### config.mk
export PLATFORM = sky130hd
export DESIGN_NAME = usb_stream_demux
export DESIGN_NICKNAME = d
export VERILOG_FILES = /design/src/rtl/usb_stream_demux.sv
export SDC_FILE = /design/constraint.sdc
export NUM_CORES = 1
export LEC_CHECK = 0
export BUFFER_PORTS_ARGS = -buffer_cell sky130_fd_sc_hd__buf_2
export CAP_MARGIN = 10
export CORE_MARGIN = 3
export CORE_UTILIZATION = 49
export CTS_CLUSTER_DIAMETER = 150
export DETAILED_ROUTE_END_ITERATION = 16
export HOLD_SLACK_MARGIN = 0.03
export PLACE_DENSITY = 0.75
export SYNTH_ARGS = -nofsm -noshare
export SYNTH_HDL_FRONTEND = slang
export SYNTH_SLANG_ARGS = --single-unit
export TNS_END_PERCENT = 1
### constraint.sdc
create_clock -name clk -period 2.4 [get_ports clk]
set_clock_uncertainty 0.2 [all_clocks]
set_input_delay 0.24 -clock clk [delete_from_list [all_inputs] [get_ports clk]]
set_output_delay 0.24 -clock clk [all_outputs]
set_load 0.03 [all_outputs]
### src/rtl/usb_stream_demux.sv
// Valid/ready stream demultiplexer: routes each accepted word to a per-channel FIFO
// chosen by in_sel. Words with an out-of-range in_sel are dropped and counted.
module usb_stream_demux #(
  parameter int unsigned NUM_CH      = 2,
  parameter int unsigned DATA_W      = 32,
  parameter int unsigned DEPTH       = 2,
  parameter int unsigned NARROW_W    = 8,
  parameter logic [NUM_CH-1:0] NARROW_MASK = 2'b10,
  localparam int unsigned SEL_W      = $clog2(NUM_CH)
) (
  input  logic                     clk,
  input  logic                     rst,
  input  logic                     in_valid,
  output logic                     in_ready,
  input  logic [SEL_W-1:0]         in_sel,
  input  logic [DATA_W-1:0]        in_data,
  output logic [NUM_CH-1:0]        out_valid,
  input  logic [NUM_CH-1:0]        out_ready,
  output logic [NUM_CH*DATA_W-1:0] out_data,
  output logic                     sel_err,
  output logic [7:0]               drop_cnt
);

  localparam int unsigned PTR_W = $clog2(DEPTH);
  localparam int unsigned CNT_W = PTR_W + 1;

  logic [DATA_W-1:0] mem_q    [NUM_CH][DEPTH];
  logic [PTR_W-1:0]  wr_ptr_q [NUM_CH];
  logic [PTR_W-1:0]  wr_ptr_d [NUM_CH];
  logic [PTR_W-1:0]  rd_ptr_q [NUM_CH];
  logic [PTR_W-1:0]  rd_ptr_d [NUM_CH];
  logic [CNT_W-1:0]  cnt_q    [NUM_CH];
  logic [CNT_W-1:0]  cnt_d    [NUM_CH];

  logic [NUM_CH-1:0] full;
  logic [NUM_CH-1:0] push;
  logic [NUM_CH-1:0] pop;
  logic              sel_ok;
  logic              sel_full;
  logic              accept;
  logic [DATA_W-1:0] wdata;
  logic              sel_err_q, sel_err_d;
  logic [7:0]        drop_cnt_q, drop_cnt_d;

  // Input side: ready never looks at out_ready, so a full channel stays stalled
  // even in a cycle where its consumer pops.
  always_comb begin
    sel_ok   = (32'(in_sel) < NUM_CH);
    sel_full = 1'b0;
    full     = '0;
    for (int i = 0; i < NUM_CH; i++) begin
      full[i] = (cnt_q[i] == CNT_W'(DEPTH));
      if (in_sel == SEL_W'(i)) sel_full = full[i];
    end
    in_ready = !rst && (!sel_ok || !sel_full);
    accept   = in_valid && in_ready;
    wdata    = in_data;
    for (int i = 0; i < NUM_CH; i++) begin
      if (NARROW_MASK[i] && (in_sel == SEL_W'(i))) begin
        for (int b = NARROW_W; b < DATA_W; b++) wdata[b] = 1'b0;
      end
    end
  end

  always_comb begin
    push      = '0;
    pop       = '0;
    out_valid = '0;
    for (int i = 0; i < NUM_CH; i++) begin
      push[i]      = accept && sel_ok && (in_sel == SEL_W'(i));
      out_valid[i] = (cnt_q[i] != '0);
      pop[i]       = out_valid[i] && out_ready[i];
      wr_ptr_d[i]  = wr_ptr_q[i] + PTR_W'(push[i]);
      rd_ptr_d[i]  = rd_ptr_q[i] + PTR_W'(pop[i]);
      cnt_d[i]     = cnt_q[i] + CNT_W'(push[i]) - CNT_W'(pop[i]);
    end
  end

  always_comb begin
    sel_err_d  = accept && !sel_ok;
    drop_cnt_d = drop_cnt_q;
    if (sel_err_d && (drop_cnt_q != 8'hFF)) drop_cnt_d = drop_cnt_q + 8'd1;
  end

  always_ff @(posedge clk) begin
    if (rst) begin
      for (int i = 0; i < NUM_CH; i++) begin
        wr_ptr_q[i] <= '0;
        rd_ptr_q[i] <= '0;
        cnt_q[i]    <= '0;
      end
      sel_err_q  <= 1'b0;
      drop_cnt_q <= '0;
    end else begin
      for (int i = 0; i < NUM_CH; i++) begin
        wr_ptr_q[i] <= wr_ptr_d[i];
        rd_ptr_q[i] <= rd_ptr_d[i];
        cnt_q[i]    <= cnt_d[i];
      end
      sel_err_q  <= sel_err_d;
      drop_cnt_q <= drop_cnt_d;
    end
  end

  // Storage needs no reset: out_data is gated by the count.
  always_ff @(posedge clk) begin
    for (int i = 0; i < NUM_CH; i++) begin
      if (push[i]) mem_q[i][wr_ptr_q[i]] <= wdata;
    end
  end

  always_comb begin
    out_data = '0;
    for (int i = 0; i < NUM_CH; i++) begin
      if (cnt_q[i] != '0) out_data[i*DATA_W +: DATA_W] = mem_q[i][rd_ptr_q[i]];
    end
  end

  assign sel_err  = sel_err_q;
  assign drop_cnt = drop_cnt_q;

endmodule

; ---- Word-level counts from Yosys, hierarchy flattened
; Memory sizes are Yosys's and may differ from the RTL's.
; Cells that the tools add are included.
[op_classes]
addsub = 8
n_lt_le_gt_ge = 6
n_eq_ne = 2
n_mux = 30
bitwise = 11
n_reduce_logical = 13
[ops]
columns = cell, n
row1 = 32-bit 2-to-1 mux, 10
row2 = 64-bit 2-to-1 mux, 4
row3 = 32-bit demux with 1-bit select, 2
row4 = 64-bit OR reduction, 1
row5 = 24-bit 2-to-1 mux, 1
row6 = 1-bit 2-to-1 mux, 11
row7 = 2-bit greater-or-equal comparator (second input constant), 4
row8 = 1-bit logical AND, 8
row9 = 1-bit NOT with 2-bit output, 4
row10 = 1-bit bitwise OR, 6
row11 = 1-bit adder, 4
row12 = 2-bit by 1-bit adder with 2-bit output, 2
row13 = 2-bit equality test (second input constant), 2
row14 = 2-bit by 1-bit < comparator with 1-bit output (second input constant), 2
row15 = 2-bit 2-to-1 mux, 2
row16 = 2-bit nonzero test, 2
row17 = 2-bit by 1-bit subtractor with 2-bit output, 2
row18 = 1-bit zero test, 2
row19 = 1-bit NOT, 1
[totals]
regBits = 0
ram_bits = 136
inputBits = 38
out_inout_bits = 76
wordCells = 74
n_memories = 4
[mem_list]
columns = memory, depth, width, read_ports, rd_clocked_by_memory_dff, wr, line_no
row1 = mem_q, 2, 64, 2, 0, 1, 27  ; logic [DATA_W-1:0] mem_q [NUM_CH][DEPTH];
row2 = cnt_q, 2, 2, 2, 0, 2, 32  ; logic [CNT_W-1:0] cnt_q [NUM_CH];
row3 = rd_ptr_q, 2, 1, 2, 0, 2, 30  ; logic [PTR_W-1:0] rd_ptr_q [NUM_CH];
row4 = wr_ptr_q, 2, 1, 2, 0, 2, 28  ; logic [PTR_W-1:0] wr_ptr_q [NUM_CH];

; ---- Logic depth before layout (Yosys ltp)
; An unclocked memory read counts as a cell.
[logic_depth]
word_depth = 11
mapped_depth = 7
depth_no_buf = 6

; ---- Worst setup path before layout
; OpenSTA, ideal clock, no wires.
[synth_timing]
path_kind = flip-flop to flip-flop
from = memory cnt_q[0][0] (netlist bit)
to = memory mem_q[0][0] (netlist bit) (enable)
setup_time_ps = 392
arrival_time_ps = 2005
required_time_ps = 1808
slack_ps = -197
path_stages_with_launch = 4
path_buffers = 0
period_less_slack_ps = 2597
path_cell_list = dfxtp_1 > inv_1 > a2111oi_0 > ha_1
[synth_lines]
columns = item, line_no
row1 = "start, declared", 32
row2 = "end, declared", 27

==> run_results.csv <==
group,metric,value,unit
synthesis,synthSimpleGateAreaFrac,0.0870,
sta,setup_violations,0,
placement,dpl-instance-area,0.00628,sq mm
critical_path,critPathLaunchType,"flip-flop",
synthesis,yosysSeqAreaShare,0.719,
drt,post_drt_wl_per_cell,17.2,um
min_path,hp-class,"in2reg",
synthesis,synth_xor_area_frac,0.00809,
sta,fmax,455,MHz
sta,setup-tns-final,0,ps
cts,cts_buffer_depth,2,
floorplan,chipWidth,113,um
critical_path,worstPathMaxFanout,23,
cts,cts_tree,"built",
cts,cts.sinks,136,
power_and_ir_drop,power_density,1130,mW/mm^2
synthesis,netlist_top_cells_area,"edfxtp_1 (69%), mux2i_1 (12%), nor2_1 (4.9%)",
floorplan,start_util,0.507,
critical_path,worst_ep_arrival_time,1760,ps
status,status,"completed",
sta,period_minus_slack,2200,ps
final_layout,regArea,0.00401,sq mm
drt,first_pass_iters,4,
drt,num_vias,3247,
synthesis,yosys.area.top_type,"edfxtp_1",
synthesis,synth_compound_area_frac,0.00674,
drt,via_per_inst,4.98,
placement,hpwl,7030,um
drt,wirelength,11200,um
final_layout,nFillCells,740,
placement,dp_cells,594,
drt,drtAntennaViolNets,0,
synthesis,avgSynthCellArea,15.6,sq um
cts,post-cts-setup-buffer-count,0,
sta,slew_viol_final,0,
synthesis,synthMuxAreaShare,0.119,
final_layout,finalCoreUtilization,0.653,
cts,htreeDepth,4,
critical_path,cp-end-kind,"primary output",
floorplan,coreArea,0.0110,sq mm
global_routing,grt_pass1_vias,3334,
cts,ctsResizeCount,0,
placement,gp_congestion,0.718,
final_layout,drive_gt1_frac,0.295,
synthesis,synth_top_area_share,0.690,
synthesis,synthesis.area,0.00557,sq mm
critical_path,worstSetupPathType,"reg2out",
cts,path_clk_slew,50,ps
floorplan,die_area,0.0127,sq mm
power_and_ir_drop,vdd_drop_max,0.000529,V
sta,setup_slack,203,ps
cts,root_buffer,"clkbuf_16",
global_routing,grt.overflow.total,0,
placement,dp_worst_setup_slack,382,ps
drt,route.detailed.drc,0,
synthesis,synth_top_family_by_area,"multiplexers",
floorplan,ios,114,
final_layout,fin_area,0.00717,sq mm
final_layout,n_antenna_cell,0,
cts,cts_buffers,17,
final_layout,instances_no_fill,652,
synthesis,ys_ff_latch,136,
cts,insertion_delay,410,ps
global_routing,antenna_found_initial,0,
global_routing,track_usage,0.183,
synthesis,syn_inst,356,
floorplan,die_h,113,um
critical_path,cp.required,1960,ps
floorplan,rows,38,
final_layout,multi_input_area,0.00139,sq mm
final_layout,nNetsFinal,546,
sta,rsz0062_at_grt,"no",
synthesis,synthAdderAreaFrac,0.0180,
global_routing,grt_pass1_wl,17300,um
final_layout,area_delta_synth_final,28.8,%
power_and_ir_drop,p_leak,2.81,nW
synthesis,synth.distinct_cells,22,
sta,fin_crit_sh,0.916,
drt,drt_iter0_drc,180,
synthesis,synth_warnings,0,
flow_run,cap_viol_max_count,0,
sta,final-hold-violation-count,0,
placement,io_buffers,104,
global_routing,grt_start_max_net_pins,35,
-- layout by cell type (no fill, tap or decap), types with 2 or more instances in the layout --
master / count
buf_4: 8
dlygate4sd3_1: 27
dfxtp_2: 2
clkinv_1: 4
nor2b_1: 9
and2b_1: 19
clkbuf_1: 3
mux2i_1: 64
conb_1: 9
o21a_1: 2
nor2_4: 2
bufinv_16: 5
dfxtp_1: 6
xnor3_1: 2
clkbuf_16: 17
buf_2: 104
edfxtp_1: 128
mux2_2: 2
ha_2: 4
buf_12: 5
inv_1: 9
nor2_1: 70
ha_1: 4
-- logic make-up after synthesis --
family,Yosys count
flip-flops,136
other,1
adder cells (fa/ha/maj),8
AO/OA/AOI/OAI,5
AND/OR/NAND/NOR,102
buffers and inverters,36
XOR/XNOR,2
multiplexers,66
-- sequential cells by signal, indices dropped and copies added (netlist names) --
signal and cells:
cnt_q 4, wr_ptr_q 2, mem_q 128, rd_ptr_q 2
-- path summary, 6_finish.rpt --
path	from	to	slack [ps]	depth (start not counted)
max reg2reg	cnt_q[0][0]	mem_q[0][10]	410	5
min reg2reg	wr_ptr_q[0][0]	wr_ptr_q[0][0]	370	3
min	out_ready[0]	rd_ptr_q[0][0]	40	3
max	rd_ptr_q[0][0]	out_data[22]	200	4
-- timing repair --
action                                  CTS  global route
hold buffers                             27             0
endpoints found under the setup margin    0             0
hold endpoints to repair                107             0
-- per-stage QoR --
stage          power [W]  hold slack (ps)
6_report         0.00810             44.4
5_1_grt          0.00842             52.8
4_1_cts          0.00817             39.9
3_5_place_dp     0.00543              281
3_3_place_gp     0.00540              260
2_1_floorplan    0.00468              139
-- worst max-delay path, stage by stage (launching register included) --
cell and delay [ps]:
dfxtp_2 560, buf_12 260, mux2i_1 240, nor2_1 80, buf_2 200
-- cell type report --
cell class	instances	share of cell area
clock inverters	11	0.0250
multi-input cells	192	0.194
flip-flops and latches	136	0.559
repair buffers	144	0.133
inverters	9	0.00471
well taps	140	0.0244
clock buffers	20	0.0609
-- synth_stat cells --
cell	number
dfxtp_1	8
nor2b_1	9
a21oi_1	1
nor2_1	72
conb_1	1
mux2i_1	64
a311oi_1	1
ha_1	8
clkbuf_1	2
buf_4	10
nand3b_1	1
o21a_1	2
inv_1	9
xnor3_1	2
nor3b_1	1
and2b_1	19
buf_6	6
mux2_2	2
clkbuf_2	1
buf_2	8
a2111oi_0	1
edfxtp_1	128
-- where the power goes --
| group | switching, W | internal (W) |
|---|---|---|
| clock network | 0.000883 | 0.00182 |
| registers | 0.0000862 | 0.00272 |
| logic | 0.00174 | 0.000848 |
| total | 0.00271 | 0.00539 |
-- per-layer routing --
metal | global-route usage | wire length (um)
met5 | 0 | 0
met4 | 0.0921 | 312
met3 | 0.0491 | 582
met2 | 0.322 | 6010
met1 | 0.203 | 4330
(Power assumes the default switching activity.)
